--- config.mk ---
export PLATFORM = sky130hd
export DESIGN_NAME = instr_cycle_sequencer
export DESIGN_NICKNAME = d
export VERILOG_FILES = /design/src/rtl/instr_cycle_sequencer.sv
export SDC_FILE = /design/constraint.sdc
export NUM_CORES = 1
export LEC_CHECK = 0
export ABC_AREA = 1
export BUFFER_PORTS_ARGS = -buffer_cell sky130_fd_sc_hd__buf_2
export CAP_MARGIN = 20
export CORE_UTILIZATION = 45
export DETAILED_ROUTE_END_ITERATION = 7
export PLACE_DENSITY = 0.76
export SLEW_MARGIN = 0
export SYNTH_ARGS = -nofsm -noshare
export SYNTH_HDL_FRONTEND = slang
export SYNTH_SLANG_ARGS = --single-unit
--- constraint.sdc ---
create_clock -name clk -period 1.6 [get_ports clk]
set_input_delay 0.48 -clock clk [delete_from_list [all_inputs] [get_ports clk]]
set_output_delay 0.48 -clock clk [all_outputs]
set_load 0.1 [all_outputs]
--- src/rtl/instr_cycle_sequencer.sv ---
// Instruction-cycle sequencer: walks FETCH/DECODE/EXEC/WB, pulses each unit's start, and waits for its done.
// Optional macro SEQ_SINGLE_STEP_EN adds a step input so that exactly one instruction runs per step pulse.
module instr_cycle_sequencer #(
   parameter int unsigned TIMEOUT_CYCLES = 16,
   parameter int unsigned COUNT_W        = 8
) (
   input  logic               clk,
   input  logic               rst_n,
   input  logic               enable,
   input  logic               halt_req,
`ifdef SEQ_SINGLE_STEP_EN
   input  logic               step,
`endif
   input  logic               fetch_done,
   input  logic               decode_done,
   input  logic               exec_done,
   input  logic               wb_done,
   output logic               start_fetch,
   output logic               start_decode,
   output logic               start_exec,
   output logic               start_wb,
   output logic [2:0]         phase,
   output logic [COUNT_W-1:0] count,
   output logic               busy,
   output logic               timeout_err
);

   localparam logic [2:0] S_IDLE   = 3'd0;
   localparam logic [2:0] S_FETCH  = 3'd1;
   localparam logic [2:0] S_DECODE = 3'd2;
   localparam logic [2:0] S_EXEC   = 3'd3;
   localparam logic [2:0] S_WB     = 3'd4;
   localparam logic [2:0] S_HALT   = 3'd5;
   localparam logic [2:0] S_ERROR  = 3'd6;

   // The timer value that completes the last cycle a unit is allowed to answer in.
   localparam logic [7:0] TIMER_LAST = 8'(TIMEOUT_CYCLES - 1);

   logic [2:0]         r_state;
   logic [7:0]         r_timer;
   logic [COUNT_W-1:0] r_count;
   logic               r_start_fetch;
   logic               r_start_decode;
   logic               r_start_exec;
   logic               r_start_wb;
   logic               r_busy;
   logic               r_timeout_err;

   logic [2:0]         w_next;
   logic [2:0]         w_after_wb;
   logic               w_go;
   logic               w_done;
   logic               w_done_valid;
   logic               w_limit;
   logic               w_retire;
   logic               w_next_busy;
   logic               w_entering;

`ifdef SEQ_SINGLE_STEP_EN
   assign w_go       = enable && step;
   assign w_after_wb = halt_req ? S_HALT : S_IDLE;
`else
   assign w_go       = enable;
   assign w_after_wb = halt_req ? S_HALT : (enable ? S_FETCH : S_IDLE);
`endif

   // NOTE: every variable written in always_comb gets a default first, so no path can infer a latch.
   always_comb begin
      w_done = 1'b0;
      case (r_state)
         S_FETCH:  w_done = fetch_done;
         S_DECODE: w_done = decode_done;
         S_EXEC:   w_done = exec_done;
         S_WB:     w_done = wb_done;
         default:  w_done = 1'b0;
      endcase
   end

   // A done in the start-pulse cycle (timer still zero) belongs to no request yet.
   assign w_done_valid = w_done && (r_timer != 8'd0);
   assign w_limit      = (r_timer == TIMER_LAST);
   assign w_retire     = (r_state == S_WB) && w_done_valid;

   always_comb begin
      w_next = r_state;
      case (r_state)
         S_IDLE: begin
            if (halt_req)  w_next = S_HALT;
            else if (w_go) w_next = S_FETCH;
         end
         S_FETCH: begin
            if (w_done_valid) w_next = S_DECODE;
            else if (w_limit) w_next = S_ERROR;
         end
         S_DECODE: begin
            if (w_done_valid) w_next = S_EXEC;
            else if (w_limit) w_next = S_ERROR;
         end
         S_EXEC: begin
            if (w_done_valid) w_next = S_WB;
            else if (w_limit) w_next = S_ERROR;
         end
         S_WB: begin
            if (w_done_valid) w_next = w_after_wb;
            else if (w_limit) w_next = S_ERROR;
         end
         S_HALT:  w_next = S_HALT;
         S_ERROR: if (!enable) w_next = S_IDLE;
         default: w_next = S_IDLE;
      endcase
   end

   assign w_next_busy = (w_next >= S_FETCH) && (w_next <= S_WB);
   assign w_entering  = (w_next != r_state);

   // NOTE: sequential state uses non-blocking assignments so every register samples pre-edge values.
   always_ff @(posedge clk or negedge rst_n) begin
      if (!rst_n) begin
         r_state        <= S_IDLE;
         r_timer        <= 8'd0;
         r_count        <= '0;
         r_start_fetch  <= 1'b0;
         r_start_decode <= 1'b0;
         r_start_exec   <= 1'b0;
         r_start_wb     <= 1'b0;
         r_busy         <= 1'b0;
         r_timeout_err  <= 1'b0;
      end else begin
         r_state        <= w_next;
         r_timer        <= (w_entering || !w_next_busy) ? 8'd0 : r_timer + 8'd1;
         r_start_fetch  <= w_entering && (w_next == S_FETCH);
         r_start_decode <= w_entering && (w_next == S_DECODE);
         r_start_exec   <= w_entering && (w_next == S_EXEC);
         r_start_wb     <= w_entering && (w_next == S_WB);
         r_busy         <= w_next_busy;
         r_timeout_err  <= (w_next == S_ERROR);
         if (w_retire) r_count <= r_count + COUNT_W'(1);
      end
   end

   assign start_fetch  = r_start_fetch;
   assign start_decode = r_start_decode;
   assign start_exec   = r_start_exec;
   assign start_wb     = r_start_wb;
   assign phase        = r_state;
   assign count        = r_count;
   assign busy         = r_busy;
   assign timeout_err  = r_timeout_err;

endmodule
# After elaboration in Yosys (flattened, before gate mapping)

Index checks and enable logic that the tools add are counted.

Multiply operators: 0
Equality and inequality tests: 13
Bitwise gates (word level): 0
Mux-type cells: 13
Add/sub/neg operators: 2
$lt $le $gt $ge: 2
Divide/modulo/power cells: 0
Reductions and logical operators: 11
Shifts and indexed selects: 0

Operator list:

| cell                                                  | number |
|---|---|
| two-way mux 3 bit                                     | 9 |
| one-hot mux 3 bit (7 select lines)                    | 1 |
| adder 8 x 1 -> 8 bit, second input constant           | 2 |
| equality test 3 bit, second input constant            | 5 |
| equality test 3 x 2 -> 1 bit, second input constant   | 4 |
| equality test 8 x 4 -> 1 bit, second input constant   | 1 |
| two-way mux 8 bit                                     | 1 |
| nonzero test 8 bit                                    | 1 |
| logical AND 1 bit                                     | 7 |
| equality test 3 x 1 -> 1 bit, second input constant   | 2 |
| one-hot mux 1 bit (4 select lines)                    | 1 |
| >= comparator 3 x 1 -> 1 bit, second input constant   | 1 |
| less-or-equal comparator 3 bit, second input constant | 1 |
| logical NOT 3 bit                                     | 1 |
| inequality test 3 bit                                 | 1 |
| logical NOT 1 bit                                     | 1 |
| logical OR 1 bit                                      | 1 |
| two-way mux 1 bit                                     | 1 |

Word-level logic and storage cells: 50
Memories: 0
Register bits after elaboration: 25
Latch bits: 0
Bits of input ports: 8
Memory bits (writable): 0
Memory bits (read-only): 0
Output and inout port bits: 17

# Longest topological paths before layout

Depth after elaboration: 10
Mapped depth: 15

# Worst setup path before layout

No wires, ideal clock.

Path type: register to register
From: register r_state[2], in the netlist phase[2]
To: register r_count[7], in the netlist count[7]
Clock period less this slack: 2412 ps
Data arrival time: 2255 ps
Library setup time: 158 ps
Stages on the path, launching flop included: 10
Setup slack: -812 ps
Path buffers: 1
Cell sequence: dfrtp_1 buf_2 nand3_2 nand2_2 nor2_2 nor2_2 nand3_1 nor2_1 nand4_1 xnor2_1

Cells in the longest elaborated chain, start to end: 4

RTL lines:

| element                                     | line   | RTL |
|---|---|---|
| start, declared                             | 39     | `logic [2:0] r_state;` |
| start signal, assigned                      | 129    | `r_state <= w_next;` |
| equality test 3 bit (tied with other cells) | 70, 82 |  |
| one-hot mux 1 bit (4 select lines)          | 70     | `case (r_state)` |
| logical AND 1 bit                           | 80     | `assign w_done_valid = w_done && (r_timer != 8'd0);` |
| logical AND 1 bit (*)                       | 82     | `assign w_retire = (r_state == S_WB) && w_done_valid;` |
| end signal, assigned                        | 137    | `if (w_retire) r_count <= r_count + COUNT_W'(1);` |
| end, declared                               | 41     | `logic [COUNT_W-1:0] r_count;` |

Mark *: on every way between the ends. The rest lies on a longest branch, timed or not.
A chain may end at the register's enable or synchronous reset.

# Worst setup path in the final report

From: register r_state[0], in the netlist phase[0]
To: register r_timer[4]

Cells in the longest elaborated chain, start to end: 10

RTL lines:

| element                                                                               | line   | RTL |
|---|---|---|
| equality test 3 bit (tied with other cells)                                           | 70, 86 |  |
| one-hot mux 1 bit (4 select lines)                                                    | 70     |  |
| logical AND 1 bit                                                                     | 80     |  |
| two-way mux 3 bit (on tied branches)                                                  | --     |  |
| one-hot mux 3 bit (7 select lines) (*)                                                | 86     | `case (r_state)` |
| net w_next[0]                                                                         | 49     | `logic [2:0] w_next;` |
| >= comparator 3 x 1 -> 1 bit / less-or-equal comparator 3 bit (equally long branches) | 113    | `assign w_next_busy = (w_next >= S_FETCH) && (w_next <= S_WB);` |
| logical AND 1 bit (*)                                                                 | 113    |  |
| net w_next_busy                                                                       | 56     | `logic w_next_busy;` |
| logical NOT 1 bit (*)                                                                 | 130    | `r_timer <= (w_entering \|\| !w_next_busy) ? 8'd0 : r_timer + 8'd1;` |
| logical OR 1 bit (*)                                                                  | 130    |  |
| two-way mux 8 bit (*)                                                                 | 130    |  |
| end signal, assigned                                                                  | 130    |  |
| end, declared                                                                         | 40     | `logic [7:0] r_timer;` |

Mark *: on every way through the listed nets, which the timed path passes. The rest lies on a longest branch.

==> impl_metrics.csv <==
group,metric,value,unit
job,cap_violations,0,
cells_and_area,num-fill-cells,226,
global_route,grt_pass1_wl,5700,µm
floorplan,rows,20,
floorplan,fp.dieH,58.6,µm
route,routed.top_layer,"met4",
timing,max_clock_freq,501,MHz
critical_path,start_kind,"flop",
timing,slew_violations,0,
critical_path,crit_path_end,"r_timer[4]",
critical_path,crit_slowest_cell,"dfrtp_4",
cts,cts_buffer_depth,2,
cells_and_area,fin_util,0.739,
power,leakage,1.09,nW
cts,cts.clk_slew.worst_paths,0.13,ns
timing,grt_setup_unrepaired,"true",
synth,ys.warnings.count,0,
critical_path,slowest_delay,0.56,ns
global_route,antenna_found_initial,0,
timing,period_share,1.25,
cts,cts_max_level,1,
cts,cts_sinks,25,
floorplan,die_area,3440,µm²
global_route,grt_start_max_net_pins,26,
synth,syn_inst,152,
critical_path,reg2reg_setup_slack,-0.40,ns
synth,syn_area,1440,µm²
timing,fin_worst_skew,0.00701,ns
timing,holdWs,0.117,ns
cells_and_area,areaGrowthSynthToFinish,56.4,%
timing,fin_ws,-0.396,ns
route,drt_iter0_markers,72,
route,route.met2.wl,1810,µm
critical_path,cp-startpoint,"phase[0]",
critical_path,required,1.82,ns
route,via_per_inst,4.90,
place,place_congestion,0.888,
power,peakVddDrop,0.000425,V
floorplan,pin_count,25,
critical_path,reg2regPathDepth,14,
critical_path,path_cells,"nor2_4 > nand3_2 > nand2_4 > nor2_4 > nor2_4 > nand2_1 > nand2_1 > nand2_2 > nand2_4 > nor2_2 > nand2_2 > nand2_4 > nand2_8 > nor2_2",
cts,cts_tree,"done",
outcome,violations,"setup timing",
synth,postSynthAreaPerCell,9.49,µm²
cts,cts_made_buffers,3,
route,dr_wl_met3,125,µm
synth,syn_nets,163,
critical_path,rr_endpoint,"r_timer[4]",
timing,fin_crit,2.00,ns
critical_path,path_class,"reg2reg",
global_route,overflow,0,
critical_path,crit_fanout,8,
cells_and_area,fin_nets,235,
critical_path,arrival,2.22,ns
timing,max_slew_margin,0.635,
critical_path,endpoint_kind,"flop",
route,wire_per_inst,13.4,µm
route,drc,0,
timing,hold_viol,0,
cells_and_area,diodes,0,
floorplan,core,3050,µm²
route,drtAntennaViolNets,0,
cts,postCtsHoldBufs,0,
route,wl,3580,µm
outcome,status,"complete, but fails checks",
cells_and_area,register_area,634,µm²
synth,ys_seq_area_frac,0.434,
timing,tightest_slew,0.548,ns
cells_and_area,multi_input_area,855,µm²
power,power_density,416,nW/µm²
cts,cts_root_buf,"clkbuf_4",
route,firstDrtPassIters,4,
place,dp_hpwl,2580,µm
global_route,grt_pass1_vias,1236,
route,wl_met1,1480,µm
global_route,track_usage,0.229,
floorplan,start_util,0.473,
place,portBuffers,24,
synth,ys_ff_latch,25,
floorplan,die_x,58.6,µm
cts,clock_latency,0.32,ns
synth,synth_cell_type_count,26,
timing,finalSetupViolCount,27,
cells_and_area,drive_above_1_share,0.574,
route,vias,1308,
critical_path,r2r-start,"phase[0]",
min_path,hold_path_class,"in2async",
-- area by class of cell --
cell class / count / share of cell area
clock buffers: 4 / 0.0116
well taps: 44 / 0.0244
inverters: 12 / 0.0211
multi-input cells: 113 / 0.379
repair buffers: 69 / 0.283
flip-flops and latches: 25 / 0.281
-- worst min-delay path by stage --
stage / start / to / slack [ns] / depth (start not counted)
finish: rst_n / count[7] / 0.12 / 1
detailed placement: count[7] / count[7] / 0.46 / 1
floorplan: rst_n / busy / 0.18 / 0
global placement: count[7] / count[7] / 0.46 / 1
global route: rst_n / count[7] / 0.15 / 1
CTS: rst_n / count[7] / 0.14 / 1
-- Yosys cell counts (all sizes together) --
cell type  instances  share of area
o21ai              3          0.013
o21bai             1          0.013
xor2               6          0.036
nand4              8          0.039
nor4               1         0.0043
nand2             35           0.13
a31oi              1         0.0043
mux2               1         0.0078
nand3b             2          0.010
xnor2              7          0.042
nor2              29           0.12
inv               12          0.031
buf                2          0.011
dfrtp             25           0.43
nand3             16          0.076
ha                 3          0.026
-- cell families after synthesis --
kind of cell             Yosys count  share of synthesized area
AO/OA/AOI/OAI                      5                     0.0304
XOR/XNOR                          13                     0.0789
adder cells (fa/ha/maj)            3                     0.0260
buffers and inverters             14                     0.0425
flip-flops                        25                      0.434
multiplexers                       1                    0.00781
AND/OR/NAND/NOR                   91                      0.381
-- sequential cells by signal, summed over array words and instances, names as in the netlist --
| name | count |
|---|---|
| start_wb | 1 |
| start_exec | 1 |
| phase | 3 |
| start_fetch | 1 |
| count | 8 |
| timeout_err | 1 |
| r_timer | 8 |
| start_decode | 1 |
| busy | 1 |
-- stage by stage --
step           setup slack (ns)  power, mW  setup TNS [ns]  std cells  instance area [µm²]
2_1_floorplan            -0.440      0.645           -7.21        152                 1450
3_3_place_gp             -0.239      0.667           -3.19        250                 2020
3_5_place_dp             -0.385      0.668           -6.04        250                 2020
4_1_cts                  -0.307      0.942           -4.76        262                 2190
5_1_grt                  -0.510      0.972           -9.08        267                 2260
6_report                 -0.396      0.938           -6.80        267                 2260
-- metal layers --
metal,GRT usage,vias up
met1,0.285,623
met5,0,-
met4,0.143,0
met3,0.0286,13
met2,0.381,36
li1,-,636
-- critical path, delay by kind of cell (launching register included) --
family / cells / cell delay (ns)
DFF: 1 / 0.56
and+or+nand+nor: 14 / 1.33
-- where the power goes --
group | switching (mW) | total (mW) | internal, mW
logic | 0.0166 | 0.0230 | 0.00638
clock network | 0.185 | 0.283 | 0.0978
registers | 0 | 0.632 | 0.632
total | 0.202 | 0.938 | 0.736
-- layout by cell type (no fill, tap or decap), drive strengths merged --
master / instances
ha: 3
nand2: 35
mux2: 1
nand4: 8
xnor2: 7
xor2: 6
nand3: 16
buf: 69
clkbuf: 4
o21ai: 3
o21bai: 1
a31oi: 1
inv: 12
dfrtp: 25
nor4: 1
nand3b: 2
nor2: 29
-- what timing repair did --
item,in CTS,in global routing
setup endpoints to repair,26,27
buffers inserted,8,7
pin swaps,6,4
gates resized for setup,18,10
(Power assumes the default switching activity.)
